## src/rtl/dmi_router.sv

```systemverilog
// dmi_router: steers DMI requests to one of NUM_TGT register targets by address window, lowest index wins.
// Latency: error T+1, write T+2, read T+2+RD_LAT. One request in flight; req_ready stays low while busy.

module dmi_router #(
   parameter int NUM_TGT = 4,
   parameter int ADDR_W  = 7,
   parameter int DATA_W  = 32,
   parameter int RD_LAT  = 1,
   parameter logic [NUM_TGT*ADDR_W-1:0] TGT_BASE = {7'h70, 7'h60, 7'h40, 7'h00},
   parameter logic [NUM_TGT*ADDR_W-1:0] TGT_MASK = {7'h70, 7'h70, 7'h60, 7'h40}
) (
   input  logic                      clk,
   input  logic                      rst,
   input  logic                      req_valid,
   output logic                      req_ready,
   input  logic                      req_wr,
   input  logic [ADDR_W-1:0]         req_addr,
   input  logic [DATA_W-1:0]         req_wdata,
   output logic                      resp_valid,
   output logic                      resp_err,
   output logic [DATA_W-1:0]         resp_rdata,
   input  logic [NUM_TGT-1:0]        tgt_enable,
   output logic [NUM_TGT-1:0]        tgt_en,
   output logic                      tgt_wr_en,
   output logic [ADDR_W-1:0]         tgt_addr,
   output logic [DATA_W-1:0]         tgt_wdata,
   input  logic [NUM_TGT*DATA_W-1:0] tgt_rdata,
   output logic [7:0]                err_cnt,
   input  logic                      err_cnt_clr
);

   localparam int SEL_W = (NUM_TGT > 1) ? $clog2(NUM_TGT) : 1;
   localparam int CNT_W = (RD_LAT > 1) ? $clog2(RD_LAT) : 1;

   typedef enum logic [1:0] {IDLE, ISSUE, WAIT, RESP} state_t;

   typedef struct packed {
      logic              wr;
      logic [ADDR_W-1:0] addr;
      logic [DATA_W-1:0] wdata;
   } req_t;

   state_t             state;
   req_t               tgt_q;
   logic [SEL_W-1:0]   hit_sel;
   logic [SEL_W-1:0]   sel;
   logic               hit_any;
   logic               sel_ok;
   logic               accept;
   logic [CNT_W-1:0]   cnt;
   logic [DATA_W-1:0]  sel_rdata;

   assign accept    = req_valid & req_ready;
   assign tgt_wr_en = tgt_q.wr;
   assign tgt_addr  = tgt_q.addr;
   assign tgt_wdata = tgt_q.wdata;
   assign sel_rdata = tgt_rdata[int'(sel)*DATA_W +: DATA_W];

   // Scan from the top so the lowest matching index is the one left standing.
   always_comb begin
      hit_any = 1'b0;
      hit_sel = '0;
      for (int i = NUM_TGT-1; i >= 0; i--) begin
         if ((req_addr & TGT_MASK[i*ADDR_W +: ADDR_W]) == TGT_BASE[i*ADDR_W +: ADDR_W]) begin
            hit_any = 1'b1;
            hit_sel = SEL_W'(i);
         end
      end
      sel_ok = hit_any & tgt_enable[hit_sel];
   end

   always_ff @(posedge clk) begin
      if (rst) begin
         state      <= IDLE;
         req_ready  <= 1'b0;
         resp_valid <= 1'b0;
         resp_err   <= 1'b0;
         resp_rdata <= '0;
         tgt_en     <= '0;
         tgt_q      <= '0;
         sel        <= '0;
         cnt        <= '0;
         err_cnt    <= '0;
      end else begin
         resp_valid <= 1'b0;
         tgt_en     <= '0;
         case (state)
            IDLE: begin
               if (accept) begin
                  tgt_q     <= {req_wr, req_addr, req_wdata};
                  sel       <= hit_sel;
                  req_ready <= 1'b0;
                  if (sel_ok) begin
                     tgt_en <= NUM_TGT'(1) << hit_sel;
                     state  <= ISSUE;
                  end else begin
                     resp_valid <= 1'b1;
                     resp_err   <= 1'b1;
                     resp_rdata <= '0;
                     state      <= RESP;
                  end
               end else begin
                  req_ready <= 1'b1;
               end
            end
            ISSUE: begin
               if (tgt_q.wr) begin
                  resp_valid <= 1'b1;
                  resp_err   <= 1'b0;
                  resp_rdata <= '0;
                  state      <= RESP;
               end else begin
                  cnt   <= '0;
                  state <= WAIT;
               end
            end
            WAIT: begin
               // Last WAIT cycle is the one where the target's data is valid.
               if (cnt == CNT_W'(RD_LAT-1)) begin
                  resp_valid <= 1'b1;
                  resp_err   <= 1'b0;
                  resp_rdata <= sel_rdata;
                  state      <= RESP;
               end else begin
                  cnt <= cnt + CNT_W'(1);
               end
            end
            RESP: begin
               resp_err   <= 1'b0;
               resp_rdata <= '0;
               req_ready  <= 1'b1;
               state      <= IDLE;
            end
            default: state <= IDLE;
         endcase

         if (err_cnt_clr)
            err_cnt <= '0;
         else if (accept && !sel_ok && err_cnt != 8'hFF)
            err_cnt <= err_cnt + 8'd1;
      end
   end

endmodule

```

## config.mk

```make
export PLATFORM = sky130hd
export DESIGN_NAME = dmi_router
export DESIGN_NICKNAME = d
export VERILOG_FILES = /design/src/rtl/dmi_router.sv
export SDC_FILE = /design/constraint.sdc
export NUM_CORES = 1
export LEC_CHECK = 0
export CAP_MARGIN = 20
export CORE_AREA = 2 2 102 104
export CTS_BUF_LIST = sky130_fd_sc_hd__clkbuf_16
export CTS_CLUSTER_DIAMETER = 60
export DETAILED_ROUTE_END_ITERATION = 7
export DIE_AREA = 0 0 104 106
export DONT_BUFFER_PORTS = 1
export GPL_ROUTABILITY_DRIVEN = 1
export PLACE_DENSITY = 0.54
export SYNTH_ARGS = -nofsm -noshare
export SYNTH_HDL_FRONTEND = slang
export SYNTH_SLANG_ARGS = --single-unit
```

## constraint.sdc

```tcl
create_clock -name clk -period 2.8 [get_ports clk]
set_input_delay 0.7 -clock clk [delete_from_list [all_inputs] [get_ports clk]]
set_output_delay 0.7 -clock clk [all_outputs]
set_load 0.01 [all_outputs]
```

==> metrics.md, run 1 <==
| Metric | Value |
|---|---|
| Placed cells | `566` |
| # IOs | `263` |
| Vias in the first global route | `3468` |
| Syn Area/Cell | `9.286 µm²` |
| DIE HEIGHT | `106 µm` |
| Post-detail-place hpwl | `8596 µm` |
| CP max FO | `9` |
| Max Clock Freq | `567.8 MHz` |
| Most frequent cells in the layout | `dfxtp_1, nand2_1, a21oi_1, mux4_2, nand4_1` |
| R2r setup slk | `1.04 ns` |
| Clock Latency Late Sink | `0.34 ns` |
| Min Tclk post-route | `1.761 ns` |
| Core Area | `0.01000 mm²` |
| Die W | `104 µm` |
| Worst path cell trace | `nand2_1 -> nor4_4 -> a21oi_1 -> a31o_2` |
| CP arrival | `1.99 ns` |
| DR vias/cell | `5.967` |
| Syn nets | `646` |
| Fill count | `979` |
| Cells after synthesis | `465` |
| Sw frac | `34.54%` |
| 1st-iter DRT viols | `199` |
| RSZ-0062 raised after global routing | `false` |
| Fin Setup TNS | `0 ns` |
| Largest net degree at the start of global routing | `85` |
| Crit path capture type | `flop` |
| Slew Limit Fails | `0` |
| Pre-CTS WS | `0.7379 ns` |
| Bufs on Longest Clock Path | `2` |
| Logic pwr share | `25.0%` |
| Rel. slew slack | `61.15%` |
| Clock power frac | `32.5%` |
| Util after Layout | `46.85%` |
| Layout cell share with drive strength beyond 1 | `15.06%` |
| Worst setup SP type | `flop` |
| TritonCTS buffer count | `9` |
| Max IR drop VDD | `292.7 µV` |
| Worst Hold Class | `primary input to flop` |
| Sequential Power Share | `42.5%` |
| Worst Max-Slew Pin Slew | `0.5827 ns` |
| Fin. Hold Viols | `0` |
| CTS clk-pin slew, worst paths | `0.06 ns` |
| Final setup margin | `1.039 ns` |
| Antenna diodes | `0` |
| Crit Path Category | `flop to flop` |
| Pwr Density | `847.0 mW/mm²` |
| Sequential-to-total area share from yosys stat | `42.19%` |
| Antenna-violating nets left | `0` |
| Die Area | `0.01102 mm²` |
| Max-capacitance violation count | `0` |
| CP peak stage delay | `0.49 ns` |
| Post_cts resized | `0` |
| Final GP Congestion | `0.8496` |
| Total routed wirelength | `11930 µm` |
| CTS root buf | `clkbuf_16` |
| Status | `completed` |
| CP max stage cell | `nor4_4` |
| Worst Skew | `0.006773 ns` |
| Net Switching | `1.370 mW` |
| Clock sink count | `91` |
| Leading cell type in the layout, fill and taps excluded | `dfxtp_1` |
| Post-synthesis cell type count | `40` |
| Layout Nets | `622` |
| Period utilization | `62.90%` |
| CTS tree | `built` |
| H-tree levels | `3` |
| Pwr Total | `3.968 mW` |
| Synth Warn # | `0` |
| Drt first pass iters | `4` |
| LEAKAGE | `1.462 nW` |
| Post-route insts no fill | `581` |
| Port Buf Inserts | `0` |
| Total gr overflow | `0` |
| FF+latch count, synth | `91` |
| Starting density of the core | `43.18%` |
| Postcts setup bufs | `0` |
| Initial antenna violation count | `0` |
| Hold-fix buffers, CTS | `0` |
| Count of final setup violators | `0` |
| GRT Overall Usage | `21.53%` |
| First-pass GRT wire length | `18690 µm` |
| Int Pwr | `2.597 mW` |
| DR WL/cell | `20.53 µm` |
| Syn-to-layout area delta | `8.490%` |
| Via count | `3467` |
| Row cnt | `37` |
| Cell area after synthesis | `0.004318 mm²` |
| Drt drc | `0` |
| CP Data Required Time | `3.03 ns` |
[path summary, 6_finish.rpt]
path	start	end	cells past startpoint
max	req_ready$_SDFFE_PP0P_	err_cnt[7]$_SDFFE_PP0P_	4
min	rst	tgt_wdata[8]$_SDFFE_PP0P_	1
max reg2reg	req_ready$_SDFFE_PP0P_	err_cnt[7]$_SDFFE_PP0P_	4
min reg2reg	tgt_wdata[3]$_SDFFE_PP0P_	tgt_wdata[3]$_SDFFE_PP0P_	2
[power groups by stage]
stage	Clock (mW)	Sequential, mW	Combinational (mW)
final	1.29	1.68	0.993
after global routing	1.37	1.71	1.11
after CTS	1.32	1.69	1.00
after detailed placement	0	1.72	1.00
after global placement	0	1.71	0.987
after floorplan	0	1.67	0.858
[kinds of logic (layout without fill, tap and decap cells)]
group	Yosys count	count (layout)	share of synthesized area [%]
buffers and inverters	47	27	4.868
and+or+nand+nor	162	162	17.97
adders and majority gates	5	5	1.449
DFF	91	91	42.19
muxes	34	34	17.24
xor gates and xnor gates	4	4	0.8113
AOI/OAI and AO/OA	122	122	15.47
[worst max-delay path: cells and delay by family (launching register included)]
| kind | cells | cell delay, ns |
|---|---|---|
| flip-flops | 1 | 0.48 |
| AO/OA/AOI/OAI | 2 | 0.36 |
| AND/OR/NAND/NOR | 2 | 0.81 |
[synthesized netlist by cell type]
cell / instances / share of area (%)
o21ai_1: 21 / 2.4
o21a_4: 1 / 0.35
and3_1: 2 / 0.29
nor4_4: 1 / 0.49
nand3b_1: 1 / 0.17
inv_1: 2 / 0.17
nor4_1: 1 / 0.14
nor4b_1: 1 / 0.20
a21oi_1: 78 / 9.0
ha_1: 5 / 1.4
a31oi_1: 1 / 0.14
clkbuf_1: 27 / 2.3
a31o_2: 1 / 0.20
a41o_1: 1 / 0.23
mux4_2: 32 / 17
o211ai_4: 1 / 0.49
a311oi_1: 1 / 0.20
mux2i_1: 1 / 0.23
buf_2: 9 / 1.0
a221oi_1: 1 / 0.20
nand2b_1: 3 / 0.43
mux2i_2: 1 / 0.32
a211oi_1: 2 / 0.35
or2_2: 1 / 0.14
nor2b_1: 2 / 0.29
nor4bb_1: 1 / 0.23
o211a_1: 1 / 0.23
nand2_1: 87 / 7.6
buf_1: 6 / 0.52
buf_6: 3 / 0.78
xnor2_1: 4 / 0.81
nor3_1: 7 / 0.81
and4_1: 2 / 0.41
and4b_1: 1 / 0.23
dfxtp_1: 91 / 42
nand3_1: 6 / 0.70
nand4_1: 32 / 4.6
o21ai_2: 1 / 0.20
o21ai_0: 12 / 1.4
nor2_1: 14 / 1.2
[registers in the layout, indices dropped and copies added (netlist names)]
| signal | cells |
|---|---|
| tgt_wr_en | 1 |
| err_cnt | 8 |
| resp_valid | 1 |
| state | 2 |
| sel | 2 |
| tgt_wdata | 32 |
| tgt_addr | 7 |
| tgt_en | 4 |
| req_ready | 1 |
| resp_rdata | 32 |
| resp_err | 1 |
[per-layer routing]
metal	global-route usage [%]	up-vias	part of all wire [%]
li1	-	1645	-
met1	25.30	1623	39
met2	36.42	186	50
met3	7.725	13	9.2
met4	7.722	0	1.5
met5	0	-	0
[per-stage QoR]
step	instance area [µm²]	hold WS [ns]
CTS	4684	0.4177
global placement	4369	0.4817
global route	4684	0.4088
finish	4684	0.4258
detailed placement	4369	0.4867
floorplan	4318	0.4805
[cell type report]
cell class / count / area, µm² / area share, %
inverter: 2 / 7.507 / 0.1603
sequential: 91 / 1823 / 38.92
clock buffer: 9 / 225.2 / 4.808
tap: 136 / 170.2 / 3.632
clock inverter: 6 / 90.09 / 1.923
multi-input combinational: 327 / 2293 / 48.96
timing repair buffer: 10 / 75.07 / 1.603
No activity file was read; power rests on OpenSTA's default activity.
==> run 2, diff against run 1 <==
ABC_AREA = 1   (was unset)
CORE_AREA = 2 2 103 105   (was 2 2 102 104)
DIE_AREA = 0 0 105 107   (was 0 0 104 106)
PLACE_DENSITY = 0.57   (was 0.54)
clock period = 1.8 ns   (was 2.8 ns; I/O delays follow)
==> metrics.md, run 2 <==
| Metric | Value |
|---|---|
| CP peak stage delay | `0.34 ns (-0.15 ns)` |
| FFs w/ async S/R, synth | `0% (unchanged)` |
| Hold path start | `req_addr[4]` |
| # IOs | `263 (unchanged)` |
| CP Data Required Time | `2.06 ns (-0.97 ns)` |
| Crit path capture type | `flop` |
| Pwr Total | `8.434 mW (+110%)` |
| Synth Flop Type | `dfxtp_1` |
| Total gr overflow | `0 (unchanged)` |
| Final GP Congestion | `0.8181 (-3.7%)` |
| Worst path cell trace | `ha_1 -> nand2_1 -> nor3b_2 -> nand3_2 -> nand2_2 -> nand2_1 -> a21oi_1` |
| Bufs on Longest Clock Path | `2 (unchanged)` |
| Most frequent cells in the layout | `nand2_1, nor2_1, nand3_1, dfxtp_1, o21ai_0` |
| Top cells by count, synth | `nand2_1, nor2_1, nand3_1` |
| Row cnt | `37 (unchanged)` |
| Reg-to-reg startpoint | `err_cnt[1]$_SDFFE_PP0P_` |
| Via count | `4669 (+35%)` |
| Worst Skew | `0.005597 ns (-0.001176 ns)` |
| First-pass GRT wire length | `21240 µm (+14%)` |
| Worst Hold Class | `primary input to flop` |
| Fill count | `1036 (+5.8%)` |
| Antenna-violating nets left | `0 (unchanged)` |
| Drt first pass iters | `5 (+1)` |
| Syn nets | `900 (+39%)` |
| Fin. Hold Viols | `0 (unchanged)` |
| Post-detail-place hpwl | `10320 µm (+20%)` |
| GRT Overall Usage | `23.80% (+2.3 points)` |
| Yosys top cell area share | `38.96% (-3.2 points)` |
| Core Area | `0.01009 mm² (+0.93%)` |
| Slew Limit Fails | `0 (unchanged)` |
| Total routed wirelength | `14010 µm (+17%)` |
| Placed cells | `821 (+45%)` |
| Die W | `105 µm (+0.96%)` |
| Status | `completed` |
| Drt drc | `0 (unchanged)` |
| EDFF count, synth | `0 (unchanged)` |
| Period utilization | `88.02% (+25 points)` |
| Max IR drop VDD | `825.9 µV (+180%)` |
| Synth Warn # | `0 (unchanged)` |
| Leading cell type in the layout, fill and taps excluded | `nand2_1` |
| Post-synthesis cell type count | `25 (-38%)` |
| Worst setup SP type | `flop` |
| Fin Setup TNS | `0 ns (unchanged)` |
| FF+latch area | `0.001823 mm² (unchanged)` |
| Crit Path Category | `flop to flop` |
| Largest net degree at the start of global routing | `67 (-21%)` |
| Rel. slew slack | `74.09% (+13 points)` |
| DR vias/cell | `5.572 (-6.6%)` |
| CTS tree | `built` |
| Port Buf Inserts | `0 (unchanged)` |
| Area leader, netlist | `dfxtp_1` |
| TritonCTS buffer count | `9 (unchanged)` |
| R2r setup slk | `0.22 ns (-0.82 ns)` |
| CP max FO | `8 (-1)` |
| Clock sink count | `91 (unchanged)` |
| Util after Layout | `50.77% (+3.9 points)` |
| CTS clk-pin slew, worst paths | `0.07 ns (about the same)` |
| DIE HEIGHT | `107 µm (+0.94%)` |
| Pwr Density | `1646 mW/mm² (+94%)` |
| Max-capacitance violation count | `0 (unchanged)` |
| CTS root buf | `clkbuf_16` |
| Vias in the first global route | `4114 (+19%)` |
| CP max stage cell | `dfxtp_1` |
| Most frequent CP cell | `nand2_1` |
| Synth area leaders | `dfxtp_1, nand2_1, nand3_1` |
| CP startpoint | `err_cnt[1]$_SDFFE_PP0P_` |
| Most frequent cell after synthesis | `nand2_1` |
| Count of final setup violators | `0 (unchanged)` |
| DR WL/cell | `16.71 µm (-19%)` |
| Post-route insts no fill | `838 (+44%)` |
| LEAKAGE | `2.156 nW (+47%)` |
| Worst Max-Slew Pin Slew | `0.3887 ns (-0.1940 ns)` |
| Layout Nets | `877 (+41%)` |
| RSZ-0062 raised after global routing | `false` |
| Sequential-to-total area share from yosys stat | `38.96% (-3.2 points)` |
| FF+latch count, synth | `91 (unchanged)` |
| H-tree levels | `3 (unchanged)` |
| Starting density of the core | `46.33% (+3.1 points)` |
| Clock Latency Late Sink | `0.33 ns (about the same)` |
| 1st-iter DRT viols | `376 (+89%)` |
| Syn-to-layout area delta | `9.580%` |
| Syn Area/Cell | `6.503 µm² (-30%)` |
| CP arrival | `1.85 ns (-0.14 ns)` |
| Max Clock Freq | `631.1 MHz (+11%)` |
| Min Tclk post-route | `1.584 ns (-0.1768 ns)` |
| Initial antenna violation count | `1 (+1)` |
| Die Area | `0.01124 mm² (+1.9%)` |
| Layout cell share with drive strength beyond 1 | `7.418% (-7.6 points)` |
| Cells after synthesis | `719 (+55%)` |
| Cell area after synthesis | `0.004676 mm² (+8.3%)` |
| Multi-input logic area | `0.002515 mm² (+9.7%)` |
run 2: path summary, 6_finish.rpt:
path,to,cells past startpoint
worst max-delay path,err_cnt[7]$_SDFFE_PP0P_,7
worst max register to register,err_cnt[7]$_SDFFE_PP0P_,7
worst min register to register,resp_err$_SDFFE_PP0P_,2
worst min-delay path,tgt_en[2]$_SDFF_PP0_,1
run 2: cells by family (layout without fill, tap and decap cells):
family	count (synthesis)	after routing	share of synthesized area, %
AO/OA/AOI/OAI	115	115	12.60
buffers and inverters	73	55	7.359
XOR/XNOR	4	4	0.7492
other	0	1	0
AND/OR/NAND/NOR	431	431	38.99
adder cells (fa/ha/maj)	5	5	1.338
flip-flops	91	91	38.96
run 2: through the flow:
stage,hold WS [ns],instance area (µm²),setup slack [ns]
floorplan,0.4770,4676,0.3179
global placement,0.5070,4790,0.1775
detailed placement,0.5108,4790,0.1175
CTS,0.1693,5115,0.1552
global route,0.1684,5124,0.03765
finish,0.1806,5124,0.2156
run 2: power by group:
part	internal [mW]	leakage (nW)	switching (mW)	total, mW
clock network	1.23	0.149	0.807	2.03
registers	2.64	0.745	0.762	3.40
logic	1.12	1.26	1.88	3.00
run 2: final cells by class:
class,instances,area share (%)
tap,136,3.321
multi-input combinational,555,49.08
clock inverter,7,1.954
sequential,91,35.58
antenna,1,0.04884
timing repair buffer,20,4.225
inverter,19,1.392
clock buffer,9,4.396
run 2: what timing repair did:
item | CTS | global route
hold buffers | 0 | 0
setup buffers | 0 | 0
setup endpoints to repair | 0 | 31
resized for setup | 0 | 2
run 2: metal layers:
metal / part of all wire (%) / GRT usage [%] / vias to the layer above
li1: - / - / 2313
met1: 41 / 28.74 / 2120
met2: 48 / 40.17 / 218
met3: 9.0 / 6.687 / 18
met4: 2.0 / 9.333 / 0
met5: 0 / 0 / -
run 2: critical path: cells and delay by family, from the launching register on:
family | cells | cell delay, ns
simple gates | 5 | 0.84
flops | 1 | 0.34
fa+ha+maj | 1 | 0.19
compound gates | 1 | 0.13
